==> src/rtl/spi_dac_scheduler.sv <==
// Shares one SPI DAC link between the DDS sample stream (latest-wins) and the
// lossless config path; each grant becomes one frame handed to spi_main_x2.
module spi_dac_scheduler #(
  parameter logic [3:0] SAMPLE_CMD    = 4'h3,
  parameter int         CFG_BURST_MAX = 4,
  parameter int         START_TIMEOUT = 64
) (
  input  logic        sys_clk,
  input  logic        rst_n,
  input  logic        sample_valid,
  input  logic [11:0] sample_data,
  input  logic        cfg_valid,
  input  logic [15:0] cfg_word,
  output logic        cfg_ready,
  input  logic [1:0]  pwr_req,
  output logic        load,
  output logic [15:0] parallel_in,
  output logic [1:0]  power_state,
  output logic        speed_sel,
  input  logic        csb,
  output logic        busy,
  output logic        err_timeout,
  output logic [7:0]  drop_cnt,
  output logic [1:0]  dbg_state
);

  localparam int SW = $clog2(CFG_BURST_MAX + 1);
  localparam int TW = $clog2(START_TIMEOUT);

  typedef enum logic [1:0] {
    IDLE       = 2'd0,
    LOAD       = 2'd1,
    WAIT_START = 2'd2,
    WAIT_DONE  = 2'd3
  } state_t;

  state_t        state, state_nxt;
  logic [TW-1:0] timer, timer_nxt;
  logic [SW-1:0] cfg_streak;
  logic          samp_pend;
  logic [11:0]   samp_data;
  logic          cfg_full;
  logic [15:0]   cfg_data;
  logic          samp_win, samp_grant, cfg_grant, timeout;

  // Handshake: a config word transfers on any edge where cfg_valid && cfg_ready.
  assign cfg_ready = ~cfg_full;
  assign busy      = (state != IDLE);
  assign dbg_state = state;

  // The sample overrides config only once the config streak has hit its cap.
  assign samp_win   = samp_pend && (!cfg_full || cfg_streak == SW'(CFG_BURST_MAX));
  assign samp_grant = (state == IDLE) && samp_win;
  assign cfg_grant  = (state == IDLE) && cfg_full && !samp_win;

  always_comb begin
    state_nxt = state;
    timer_nxt = timer;
    load      = 1'b0;
    timeout   = 1'b0;
    case (state)
      IDLE: begin
        if (samp_grant || cfg_grant) state_nxt = LOAD;
      end
      LOAD: begin
        load      = 1'b1;
        timer_nxt = '0;
        state_nxt = WAIT_START;
      end
      WAIT_START: begin
        // load releases in the same cycle the link reports the frame started
        if (!csb) begin
          state_nxt = WAIT_DONE;
        end else begin
          load = 1'b1;
          if (timer == TW'(START_TIMEOUT - 2)) begin
            timeout   = 1'b1;
            state_nxt = IDLE;
          end else begin
            timer_nxt = timer + TW'(1);
          end
        end
      end
      WAIT_DONE: begin
        if (csb) state_nxt = IDLE;
      end
      default: state_nxt = IDLE;
    endcase
  end

  always_ff @(posedge sys_clk) begin
    if (!rst_n) begin
      state       <= IDLE;
      timer       <= '0;
      parallel_in <= 16'h0000;
      power_state <= 2'b11;
      speed_sel   <= 1'b0;
      err_timeout <= 1'b0;
      drop_cnt    <= 8'h00;
      cfg_streak  <= '0;
      samp_pend   <= 1'b0;
      samp_data   <= 12'h000;
      cfg_full    <= 1'b0;
      cfg_data    <= 16'h0000;
    end else begin
      state <= state_nxt;
      timer <= timer_nxt;
      if (timeout) err_timeout <= 1'b1;

      if (samp_grant) begin
        parallel_in <= {SAMPLE_CMD, samp_data};
        speed_sel   <= 1'b1;
        power_state <= pwr_req;
        cfg_streak  <= '0;
      end else if (cfg_grant) begin
        parallel_in <= cfg_data;
        speed_sel   <= 1'b0;
        power_state <= pwr_req;
        if (cfg_streak != SW'(CFG_BURST_MAX)) cfg_streak <= cfg_streak + SW'(1);
      end

      // A write during a sample grant refills the buffer without counting a drop.
      if (sample_valid) begin
        samp_data <= sample_data;
        samp_pend <= 1'b1;
        if (samp_pend && !samp_grant && drop_cnt != 8'hFF) drop_cnt <= drop_cnt + 8'h01;
      end else if (samp_grant) begin
        samp_pend <= 1'b0;
      end

      if (cfg_valid && cfg_ready) begin
        cfg_full <= 1'b1;
        cfg_data <= cfg_word;
      end else if (cfg_grant) begin
        cfg_full <= 1'b0;
      end
    end
  end

endmodule

==> config.mk <==
export PLATFORM = sky130hd
export DESIGN_NAME = spi_dac_scheduler
export DESIGN_NICKNAME = d
export VERILOG_FILES = /design/src/rtl/spi_dac_scheduler.sv
export SDC_FILE = /design/constraint.sdc
export NUM_CORES = 1
export LEC_CHECK = 0
export ABC_CLOCK_PERIOD_IN_PS = 1930
export CAP_MARGIN = 20
export CELL_PAD_IN_SITES_DETAIL_PLACEMENT = 0
export CELL_PAD_IN_SITES_GLOBAL_PLACEMENT = 2
export CORE_ASPECT_RATIO = 0.9
export CORE_UTILIZATION = 29
export DETAILED_ROUTE_END_ITERATION = 12
export GPL_TIMING_DRIVEN = 1
export PLACE_DENSITY_LB_ADDON = 0.1
export REMOVE_ABC_BUFFERS = 1
export SYNTH_ARGS = -nofsm -noshare
export SYNTH_HDL_FRONTEND = slang
export SYNTH_SLANG_ARGS = --single-unit
==> constraint.sdc <==
create_clock -name sys_clk -period 1.93 [get_ports sys_clk]
set_input_delay 0.4825 -clock sys_clk [delete_from_list [all_inputs] [get_ports sys_clk]]
set_output_delay 0.4825 -clock sys_clk [all_outputs]
set_load 0.03 [all_outputs]
==> key figures, run 1 <==
Run
  – Maxcap violations: 0

GRT
  – Overflow after GRT: 0
  – GRT Total Usage: 15.8%
  – Vias in the first global route: 2580
  – Largest net degree at the start of global routing: 29
  – First-pass GRT wire length: 12800 µm
  – Antenna violations before repair: 0

Yosys
  – Post-synthesis compound-gate area fraction: 16.6%
  – Post-synth ARST share: 0%
  – Average cell area after synthesis: 8.38 µm²
  – Seq/Total Area, Yosys: 47.2%
  – Synth Area in XOR/XNOR: 0.599%
  – Synth Instances: 349
  – Mux cell area share after synthesis: 7.57%
  – Synth Warn #: 0
  – Post-synthesis simple-gate area fraction: 19.9%
  – Synth top area cells: dfxtp_1 47%, nand2_1 10%, mux2i_1 7.2%
  – Most frequent cells after synthesis: 80 x nand2_1, 69 x dfxtp_1, 29 x a21oi_1, 24 x nor2_1, 21 x mux2i_1
  – Synthesized cell area: 0.00293 mm²
  – Top cell type's share of synthesized area: 47.2%
  – Main synth FF type: dfxtp_1
  – Main combinational cell family by area after synthesis: simple AND/OR/NAND/NOR gates
  – Library cells used by synthesis: 39
  – Post-synth EDFFs: 0
  – Leading area contributor after synthesis: dfxtp_1
  – Cell with the most instances after synthesis: nand2_1
  – Yosys reg bits: 69
  – Adder-Cell Fraction of Synth Area: 3.85%

Worst setup path
  – CP Data Arrival Time: 1.42 ns
  – Cells on worst reg2reg path: 7
  – CP required: 1.45 ns
  – Critical path's slowest cell: clkdlybuf4s50_1
  – Largest delay share family, worst path: buffers and inverters
  – CP Launch Type: flop
  – Crit path kind: reg2out
  – CP bufs+invs: 1
  – Worst setup EP type: primary output
  – CP max stage delay: 0.70 ns
  – Critical-path maximum fanout: 2
  – Reg2reg end: drop_cnt[5]
  – R2r startpoint: cfg_streak[0]
  – CP cell instances: clkdlybuf4s50_1
  – Reg2reg setup slack: 0.15 ns

Layout
  – Antenna Cells: 0
  – Area grow syn2layout: 40.8%
  – Share of layout cells above drive strength 1: 11.5%
  – Final core utilization: 42.3%
  – Layout Nets: 474

Clock tree
  – Worst-path clk slew: 0.07 ns
  – Clock sink count: 69
  – CTS H-tree lvls: 3
  – CTS buffer count: 9
  – CTS tree: yes
  – Worst-case clock buffer depth: 2
  – Latest clock arrival within the worst-skew pair: 0.34 ns
  – CTS root buffer: clkbuf_8

STA
  – Endpoints failing setup: 0
  – RSZ-0062 raised after global routing: no
  – Final Hold Vio Count: 0
  – Slew Limit Headroom: 71.3%
  – F_max: 526 MHz
  – Skew final: 0.00558 ns
  – Worst Tran Pin Value: 0.427 ns
  – Max Transition Viols Final: 0
  – Minimum clock period: 1.90 ns
  – Final period util: 98.4%

Placement
  – Gpl congestion: 0.742
  – IO Port Bufs: 67
  – Post-DP HPWL: 5480 µm

Routing
  – Mean routed wirelength per cell: 13.9 µm
  – Routed Antenna Nets: 0
  – Routed vias: 2606
  – Total wire length: 7770 µm
  – Vias/cell: 4.66
  – Starting DRT DRC Count: 58
  – TritonRoute pass-1 iters: 4
  – DRC: 0

Worst hold path
  – Worst Hold Launch: cfg_data[13]
  – Hold Path End: cfg_data[13]
  – WHS Path Cells: 2
  – HP Class: reg2reg

Floorplanning
  – Die Area: 0.0105 mm²
  – Chip width: 108 µm
  – Die Ht: 97.3 µm
  – CORE AREA: 0.00974 mm²
  – Initial Utilization: 30.0%
  – Row count: 34
  – # IOs: 68

Power and ir drop
  – Pwr Total: 0.00445 W
  – Pleak: 1.63 nW
  – Max VDD drop: 0.000450 V
  – Pwr Density: 1080 mW/mm²

Run status
  – Outcome: completed
## cell usage in the layout (no fill, tap or decap), types with 3 or more instances in the layout
| master | instances |
|---|---|
| clkdlybuf4s50_1 | 56 |
| nor2b_1 | 4 |
| buf_12 | 3 |
| clkbuf_8 | 12 |
| dlymetal6s2s_1 | 3 |
| a31oi_1 | 15 |
| nand3_1 | 5 |
| nor2_1 | 24 |
| a21oi_1 | 29 |
| nand2_1 | 80 |
| inv_1 | 10 |
| o21ai_0 | 19 |
| nor3_1 | 3 |
| or3_1 | 3 |
| buf_4 | 21 |
| ha_1 | 6 |
| dfxtp_1 | 66 |
| o21a_1 | 3 |
| nand4_1 | 4 |
| nand2b_1 | 4 |
| dlygate4sd2_1 | 6 |
| mux2i_1 | 21 |
## power breakdown
group / total, W / switching, W / internal, W
logic: 0.00151 / 0.000849 / 0.000666
clock network: 0.00121 / 0.000524 / 0.000690
registers: 0.00172 / 0.000121 / 0.00160
total: 0.00445 / 0.00149 / 0.00295
## sequential cells by signal, indices dropped and copies added, names as in the netlist
signal	count
power_state	2
cfg_full	1
cfg_data	16
timer	6
drop_cnt	8
err_timeout	1
parallel_in	16
samp_pend	1
dbg_state	2
samp_data	12
cfg_streak	3
speed_sel	1
## per-layer routing
metal | GRT usage [%] | share of wire (%) | vias up
met3 | 4.56 | 3.8 | 9
met5 | 0 | 0 | -
met2 | 26.2 | 47 | 50
met1 | 19.8 | 48 | 1189
li1 | - | - | 1358
met4 | 4.74 | 1.2 | 0
## through the flow
stage / std cells / instance area [µm²] / setup TNS, ns / worst slack, ns / hold WS, ns
6_report: 559 / 4120 / 0 / 0.0302 / 0.456
5_1_grt: 559 / 4120 / 0 / 0.00273 / 0.474
4_1_cts: 559 / 4080 / -0.0357 / -0.0234 / 0.457
3_5_place_dp: 544 / 3870 / -0.503 / -0.0887 / 0.447
3_3_place_gp: 544 / 3870 / -0.214 / -0.0511 / 0.443
2_1_floorplan: 329 / 2840 / -0.827 / -0.0804 / 0.432
## repair_timing
item                       4_1_cts  5_1_grt
setup buffers                    1        0
hold buffers                     0        0
setup endpoints to repair        9        6
pin swaps                        0        0
gates resized for setup         12       11
## worst max-delay path by stage
stage | start | to | slack (ns) | cells past startpoint
2_1_floorplan | dbg_state[1] | parallel_in[12] | -0.08 | 6
3_3_place_gp | sample_valid | drop_cnt[7] | -0.05 | 5
3_5_place_dp | csb | dbg_state[1] | -0.09 | 6
4_1_cts | dbg_state[1] | busy | -0.02 | 4
5_1_grt | parallel_in[2] | parallel_in[2] | 0.003 | 1
6_report | parallel_in[11] | parallel_in[11] | 0.03 | 1
## logic make-up (layout without fill, tap and decap cells)
kind of cell / Yosys count / after routing
multiplexers: 22 / 22
flip-flops: 69 / 69
adder cells (fa/ha/maj): 9 / 9
buffers and inverters: 31 / 115
XOR/XNOR: 2 / 2
AO/OA/AOI/OAI: 81 / 81
AND/OR/NAND/NOR: 135 / 135
## final cells by class
| cell class | instances | area (µm²) |
|---|---|---|
| Timing Repair Buffer | 90 | 880 |
| Clock inverter | 1 | 30.0 |
| Multi-Input combinational cell | 249 | 1450 |
| Inverter | 11 | 43.8 |
| Fill cell | 1029 | 5620 |
| Sequential cell | 69 | 1390 |
| Tap cell | 126 | 158 |
| Clock buffer | 13 | 169 |
Power figures use the tool's default switching activity.
==> run 2, diff against run 1 <==
Settings changed: TNS_END_PERCENT set to 1.
==> run 2 against run 1 <==
  * Die area is the same
  * Combinational power shrank 3%
  * Sequential power about the same
  * Sequential cell count is the same
  * Global-route usage about the same
  * Worst hold slack about the same
  * Final cell count is the same
  * Clock-buffer cell count did not move
  * Non-clock buffer count unchanged
  * Register-to-register slack hardly changed
  * Critical path depth up 3
  * Critical endpoint is now busy
  * Largest cell class unchanged
==> key figures, run 2 (same netlist as run 1, synthesis figures left out) <==
Worst setup path
  – Critical path's slowest cell: dfxtp_2
  – R2r startpoint: cfg_streak[0]
  – Reg2reg setup slack: 0.15 ns (about the same)
  – Crit path kind: reg2out
  – CP Launch Type: flop
  – Worst setup EP type: primary output
  – CP bufs+invs: 3 (+2)
  – CP cell instances: inv_1 > ha_2 > inv_1 > buf_4
  – Cells on worst reg2reg path: 7 (unchanged)
  – CP required: 1.45 ns (about the same)
  – CP max stage delay: 0.34 ns (-0.36 ns)
  – CP Data Arrival Time: 1.43 ns (about the same)
  – Most numerous cell on the critical path: inv_1
  – Critical-path maximum fanout: 10 (+8)
  – Reg2reg end: drop_cnt[5]
  – Largest delay share family, worst path: buffers and inverters

Placement
  – IO Port Bufs: 67 (unchanged)
  – Post-DP HPWL: 5480 µm (unchanged)
  – Gpl congestion: 0.742 (unchanged)

Layout
  – Most frequent cells in the layout: 80 x nand2_1, 66 x dfxtp_1, 56 x clkdlybuf4s50_1, 29 x a21oi_1, 24 x nor2_1
  – Layout Nets: 474 (unchanged)
  – Final core utilization: 42.0% (-0.28 points)
  – Area grow syn2layout: 39.8%
  – Share of layout cells above drive strength 1: 11.1% (-0.46 points)
  – Antenna Cells: 0 (unchanged)
  – Commonest non-fill, non-tap cell in the layout: nand2_1
  – Largest regs: cfg_data: 16 flops, parallel_in: 16 flops, samp_data: 12 flops

Run status
  – Outcome: completed

Floorplanning
  – Die Ht: 97.3 µm (unchanged)
  – Die Area: 0.0105 mm² (unchanged)
  – Initial Utilization: 30.0% (unchanged)
  – Chip width: 108 µm (unchanged)
  – # IOs: 68 (unchanged)
  – Row count: 34 (unchanged)
  – CORE AREA: 0.00974 mm² (unchanged)

Power and ir drop
  – Pwr Total: 0.00439 W (-1.3%)
  – Pleak: 1.63 nW (-0.19%)
  – Pwr Density: 1070 mW/mm² (-0.61%)
  – Max VDD drop: 0.000450 V (about the same)

Worst hold path
  – WHS Path Cells: 2 (unchanged)
  – Hold Path End: cfg_data[13]
  – HP Class: reg2reg
  – Worst Hold Launch: cfg_data[13]

STA
  – Final period util: 99.1% (+0.63 points)
  – Worst Tran Pin Value: 0.427 ns (unchanged)
  – Max Transition Viols Final: 0 (unchanged)
  – RSZ-0062 raised after global routing: yes
  – Minimum clock period: 1.91 ns (+0.0122 ns)
  – Skew final: 0.00558 ns (-0.000000250 ns)
  – Final Hold Vio Count: 0 (unchanged)
  – Min Hold Slack: 0.456 ns (+0.00000700 ns)
  – F_max: 523 MHz (-0.64%)
  – Endpoints failing setup: 0 (unchanged)
  – Slew Limit Headroom: 71.3% (unchanged)

Routing
  – DRC: 0 (unchanged)
  – Starting DRT DRC Count: 55 (-5.2%)
  – Uppermost layer routed: met4
  – Routed vias: 2604 (-0.077%)
  – WL met1: 3700 µm (-0.86%)
  – Total wire length: 7730 µm (-0.46%)
  – Detail Route met2 WL: 3660 µm (unchanged)
  – Vias/cell: 4.66 (about the same)
  – TritonRoute pass-1 iters: 4 (unchanged)
  – Detail Route met3 WL: 288 µm (-1.4%)
  – Routed Antenna Nets: 0 (unchanged)
  – Mean routed wirelength per cell: 13.8 µm (-0.46%)

Clock tree
  – Worst-path clk slew: 0.07 ns (about the same)
  – CTS root buffer: clkbuf_8
  – CTS buffer count: 9 (unchanged)
  – Latest clock arrival within the worst-skew pair: 0.34 ns (about the same)
  – CTS H-tree lvls: 3 (unchanged)
  – Clock sink count: 69 (unchanged)
  – Worst-case clock buffer depth: 2 (unchanged)
  – Post-cts hold buffer count: 0 (unchanged)
  – CTS tree: yes

Run
  – Maxcap violations: 0 (unchanged)

GRT
  – First-pass GRT wire length: 12800 µm (about the same)
  – Vias in the first global route: 2580 (unchanged)
  – Overflow after GRT: 0 (unchanged)
  – GRT Total Usage: 15.8% (about the same)
  – Antenna violations before repair: 0 (unchanged)
  – Largest net degree at the start of global routing: 29 (unchanged)
run 2: worst reg2reg max path, delay by kind of cell, from the launching register on:
kind	cells	cell delay, ns
and+or+nand+nor	1	0.24
buffers and inverters	2	0.20
DFF	1	0.33
muxes	1	0.23
AOI/OAI and AO/OA	2	0.46
adders and majority gates	1	0.24
run 2: layout make-up:
type | instances | area (µm²)
flip-flops and latches | 69 | 1390
clock inverters | 1 | 30.0
multi-input cells | 249 | 1430
well taps | 126 | 158
clock buffers | 13 | 169
inverters | 11 | 41.3
repair buffers | 90 | 880
fillers | 1025 | 5650
run 2: what timing repair did:
item | in CTS | in global routing
gates resized for setup | 14 | 3
hold endpoints to repair | 0 | 0
endpoints found under the setup margin | 9 | 5
setup buffers | 1 | 0
run 2: per-stage QoR:
stage | TNS (ns) | std cells | setup slack, ns | cell area, µm²
detailed placement | -0.503 | 544 | -0.0887 | 3870
finish | 0 | 559 | 0.0180 | 4090
global route | -0.0884 | 559 | -0.0547 | 4090
global placement | -0.214 | 544 | -0.0511 | 3870
CTS | -0.0103 | 559 | -0.0103 | 4080
floorplan | -0.827 | 329 | -0.0804 | 2840
run 2: where the power goes:
part / total [W] / leakage, nW / switching [W] / internal, W
clock network: 0.00121 / 0.102 / 0.000524 / 0.000690
registers: 0.00171 / 0.566 / 0.000113 / 0.00159
logic: 0.00147 / 0.963 / 0.000833 / 0.000635
total: 0.00439 / 1.63 / 0.00147 / 0.00292
run 2: per-layer routing:
layer	vias up	GRT usage, %
li1	1359	-
met1	1189	19.8
met2	47	26.2
met3	9	4.56
met4	0	4.74
met5	-	0
run 2: how the worst max path moves through the flow:
stage                 start               to  slack [ns]  cells past startpoint
2_1_floorplan  dbg_state[1]  parallel_in[12]       -0.08                      6
3_3_place_gp   sample_valid      drop_cnt[7]       -0.05                      5
3_5_place_dp            csb     dbg_state[1]       -0.09                      6
4_1_cts        dbg_state[1]             busy       -0.01                      4
5_1_grt        dbg_state[1]             busy       -0.05                      4
6_report       dbg_state[1]             busy        0.02                      4
